--- config.mk ---
export PLATFORM = sky130hd
export DESIGN_NAME = csa_mult_seq
export DESIGN_NICKNAME = d
export VERILOG_FILES = /design/src/rtl/csa_mult_seq.sv
export SDC_FILE = /design/constraint.sdc
export NUM_CORES = 1
export LEC_CHECK = 0
export BUFFER_PORTS_ARGS = -buffer_cell sky130_fd_sc_hd__buf_2
export CAP_MARGIN = 5
export CORE_MARGIN = 4
export CORE_UTILIZATION = 64
export DETAILED_ROUTE_END_ITERATION = 10
export GPL_TIMING_DRIVEN = 0
export PLACE_DENSITY = 0.85
export SKIP_LAST_GASP = 1
export SLEW_MARGIN = 40
export SYNTH_ARGS = -nofsm -noshare
export SYNTH_HDL_FRONTEND = slang
export SYNTH_SLANG_ARGS = --single-unit
--- constraint.sdc ---
create_clock -name clk -period 6.33 [get_ports clk]
set_input_delay 0.9495 -clock clk [delete_from_list [all_inputs] [get_ports clk]]
set_output_delay 0.9495 -clock clk [all_outputs]
set_load 0.01 [all_outputs]
--- src/rtl/csa_mult_seq.sv ---
// rtl/csa_mult_seq.sv - iterative unsigned multiplier built on a carry-save accumulator
// One shifted partial product is folded in per cycle; a single carry-propagate add resolves it.

module csa #(
  parameter int W = 16
) (
  input  logic [W-1:0] x_i,
  input  logic [W-1:0] y_i,
  input  logic [W-1:0] z_i,
  output logic [W-1:0] sum_o,
  output logic [W-1:0] carry_o
);
  assign sum_o   = x_i ^ y_i ^ z_i;
  assign carry_o = (x_i & y_i) | (x_i & z_i) | (y_i & z_i);
endmodule

module csa_mult_seq #(
  parameter int WIDE = 8
) (
  input  logic              clk,
  input  logic              rst_n,
  input  logic              in_valid,
  output logic              in_ready,
  input  logic [WIDE-1:0]   a,
  input  logic [WIDE-1:0]   b,
  output logic              out_valid,
  input  logic              out_ready,
  output logic [2*WIDE-1:0] product,
  output logic              busy
);
  localparam int PW = 2 * WIDE;
  localparam int CW = $clog2(WIDE);

  typedef enum logic [1:0] {IDLE, ACC, RESOLVE, DONE} state_t;

  state_t          state_q, state_d;
  logic [WIDE-1:0] a_q, a_d, b_q, b_d;
  logic [PW-1:0]   s_q, s_d, c_q, c_d, product_q, product_d;
  logic [CW-1:0]   cnt_q, cnt_d;
  logic [PW-1:0]   pp, ps, pc, c_shl;

  // Carries carry weight 2; bit PW-1 is dropped since the true product fits in PW bits.
  assign c_shl = {c_q[PW-2:0], 1'b0};
  assign pp    = b_q[cnt_q] ? ({{WIDE{1'b0}}, a_q} << cnt_q) : '0;

  csa #(.W(PW)) u_csa (
    .x_i     (s_q),
    .y_i     (c_shl),
    .z_i     (pp),
    .sum_o   (ps),
    .carry_o (pc)
  );

  always_comb begin
    state_d   = state_q;
    a_d       = a_q;
    b_d       = b_q;
    s_d       = s_q;
    c_d       = c_q;
    cnt_d     = cnt_q;
    product_d = product_q;
    case (state_q)
      IDLE: begin
        if (in_valid) begin
          a_d     = a;
          b_d     = b;
          s_d     = '0;
          c_d     = '0;
          cnt_d   = '0;
          state_d = ACC;
        end
      end
      ACC: begin
        s_d   = ps;
        c_d   = pc;
        cnt_d = cnt_q + CW'(1);
        if (cnt_q == CW'(WIDE - 1)) state_d = RESOLVE;
      end
      RESOLVE: begin
        product_d = s_q + c_shl;
        state_d   = DONE;
      end
      DONE: begin
        if (out_ready) state_d = IDLE;
      end
      default: state_d = IDLE;
    endcase
  end

  always_ff @(posedge clk) begin
    if (!rst_n) begin
      state_q   <= IDLE;
      a_q       <= '0;
      b_q       <= '0;
      s_q       <= '0;
      c_q       <= '0;
      cnt_q     <= '0;
      product_q <= '0;
    end else begin
      state_q   <= state_d;
      a_q       <= a_d;
      b_q       <= b_d;
      s_q       <= s_d;
      c_q       <= c_d;
      cnt_q     <= cnt_d;
      product_q <= product_d;
    end
  end

  assign in_ready  = (state_q == IDLE);
  assign out_valid = (state_q == DONE);
  assign busy      = (state_q != IDLE);
  assign product   = product_q;
endmodule

==> results.py <==
metrics = {
    "synth": {
        "netlist_top_cells_area": "dfxtp_1 34%, nand2_1 8.9%, fa_1 7.4%",
        "yosysTopAreaCellShare_pct": 33.54,
        "syn_area_per_cell_sq_um": 8.404,
        "synth_area_sq_um": 4059,
        "synthArstFlopShare_pct": 0,
        "ys_types": 50,
        "synth_flop_cell": "dfxtp_1",
        "synth_edf_count": 0,
        "ys_seq_area_share_pct": 33.54,
        "syn_nets": 539,
        "yosysTopAreaCell": "dfxtp_1",
        "syn_inst": 483,
        "synth_warnings": 0,
        "synth-seq-cells": 68,
    },
    "critical_path": {
        "cp_slowest_cell": "mux4_2",
        "path_max_fanout": 7,
        "crit_chain": "mux4_2, nor2b_1, or2_1, buf_6, nand2_1, fa_1, o21ai_0, and2_1",
        "startpoint_type": "register",
        "cp.required_ns": 6.63,
        "critical-path-max-stage-delay_ns": 0.52,
        "endpoint_kind": "register",
        "path_delay_family": "simple AND/OR/NAND/NOR gates",
        "criticalPathCategory": "register to register",
        "arrival_ns": 2.81,
        "path_buf_inv": 1,
    },
    "power_and_ir_drop": {
        "power_leakage_nw": 1.768,
        "pwr-share-comb_pct": 30.5,
        "worst_ir_drop_vdd_mv": 0.2106,
        "seqPwrFrac_pct": 36.2,
        "power.switching_fraction_pct": 35.06,
        "clockPowerShare_pct": 33.3,
        "internal_power_mw": 0.8815,
        "switching_power_mw": 0.4759,
        "powerDensity_nw_per_um2": 295.5,
    },
    "sta": {
        "slew_violations": 0,
        "hold_viol": 0,
        "fmax_mhz": 397.8,
        "finalWorstSetupSlack_ns": 3.816,
        "max-slew-margin-rel_pct": 63.93,
        "min_period_over_period_pct": 39.72,
        "fin_tns_setup_ns": 0,
        "rsz0062_at_grt": "no",
        "min_period_ns": 2.514,
        "worst_pin_slew_ns": 0.5411,
        "setup_viol": 0,
        "fin_skew_ns": 0.01209,
        "timing.hold.ws_ns": 0.4526,
    },
    "worst_hold_path": {
        "hp-class": "register to register",
    },
    "clock_tree": {
        "ctsResizeCount": 0,
        "clockBufferDepth": 2,
        "insertion_delay_ns": 0.35,
        "postCtsSetupRepairBufs": 0,
        "cts_num_sinks": 68,
        "htreeDepth": 3,
        "cts_buffers": 9,
        "cts_root_buf": "clkbuf_8",
        "clkTransAtPathRegs_ns": 0.08,
        "cts_tree": "built",
        "cts_hold_buf": 0,
    },
    "routing": {
        "via_count": 3534,
        "ant_nets": 0,
        "viasPerCell": 5.775,
        "routedWlPerCell_microns": 15.50,
        "drc_errors": 0,
        "drt-total-wl_microns": 9487,
        "first_iter_violations": 257,
        "firstDrtPassIters": 5,
    },
    "final_layout": {
        "drive_above_1_share_pct": 14.15,
        "most-common-layout-cells": "96 x nand2_1, 68 x dfxtp_1, 46 x buf_2",
        "antenna_cells": 0,
        "fillCellCount": 422,
        "nets": 588,
        "final_common_cell": "nand2_1",
        "area_growth_pct": 13.16,
        "seq_area_sq_um": 1361,
        "multi_input_area_sq_um": 2444,
    },
    "run_status": {
        "outcome": "finished, final reports clean",
    },
    "grt": {
        "overflow": 0,
        "grt_pass1_vias": 3527,
        "grt_pass1_wl_microns": 15880,
        "globalRouteTotalUtil_pct": 26.47,
        "grt_max_degree": 12,
        "antenna_found_initial": 0,
    },
    "floorplan": {
        "chipWidth_microns": 87.64,
        "die_h_microns": 87.64,
        "ios": 39,
        "rows": 28,
        "die_area_sq_um": 7680,
        "core_area_sq_um": 6026,
        "start_util_pct": 67.36,
    },
    "flow_run": {
        "cap_violations": 0,
    },
    "place": {
        "post-place-ws_ns": 3.841,
        "gp_congestion": 0.9083,
        "io_buffers": 38,
        "hpwlAfterDp_microns": 6942,
    },
}
-- routing by layer --
layer  track usage (%)  vias up  part of all wire [%]
met5                 0        -                     0
met2             45.41      134                    49
li1                  -     1708                     -
met1             32.30     1665                    42
met4             12.41        0                   2.5
met3             4.421       27                   5.9
-- synthesized netlist by cell type, types with 8 or more instances --
cell / count
a21boi_0: 17
a21oi_1: 12
and2_1: 33
buf_2: 8
clkbuf_1: 16
dfxtp_1: 68
fa_1: 15
ha_1: 21
inv_1: 38
mux2i_1: 16
nand2_1: 96
nor2b_1: 15
o21ai_0: 42
-- cell type report --
type	instances	area share [%]
Buffer	25	2.424
Multi-Input combinational cell	352	53.20
Inverter	38	3.105
Sequential cell	68	29.64
Tap cell	75	2.043
Clock inverter	4	2.070
Timing Repair Buffer	38	4.141
Clock buffer	12	3.378
-- worst min-delay path, cell delays in order, from the launching register on --
cell and delay, ns:
dfxtp_1 0.31, nand2_1 0.05, o21ai_1 0.05
-- power groups by stage --
stage | combinational (mW) | clock [mW] | sequential, mW
floorplan | 0.288 | 0 | 0.495
global placement | 0.394 | 0 | 0.499
detailed placement | 0.406 | 0 | 0.501
CTS | 0.411 | 0.452 | 0.491
global route | 0.456 | 0.474 | 0.497
finish | 0.414 | 0.452 | 0.491
-- sequential cells by signal (all words and copies together), names as in the netlist --
register  cells
a_q           8
b_q           8
c_q          15
cnt_q         3
product      16
s_q          16
state_q       2
-- logic make-up after synthesis --
logic type | after synthesis | share of synthesized area [%]
buffers and inverters | 63 | 6.258
AND/OR/NAND/NOR | 174 | 20.44
adder cells (fa/ha/maj) | 36 | 13.87
AO/OA/AOI/OAI | 109 | 17.36
flip-flops | 68 | 33.54
multiplexers | 22 | 6.165
XOR/XNOR | 11 | 2.374
-- stage by stage --
stage | utilization [%] | power, mW | std cells | instance area [sq um]
final | 76.23 | 1.357 | 612 | 4593
after global routing | 76.23 | 1.427 | 612 | 4593
after CTS | 76.23 | 1.354 | 612 | 4593
after detailed placement | 72.07 | 0.9070 | 596 | 4343
after global placement | 72.07 | 0.8926 | 596 | 4343
after floorplan | - | 0.7839 | 483 | 4059
-- final timing paths --
kind | from | end | slack (ns) | cells past startpoint
min reg2reg | product[15] | product[15] | 0.45 | 2
max reg2reg | cnt_q[0] | s_q[7] | 3.82 | 8
max | cnt_q[0] | s_q[7] | 3.82 | 8
min | product[15] | product[15] | 0.45 | 2
Power figures use the tool's default switching activity.
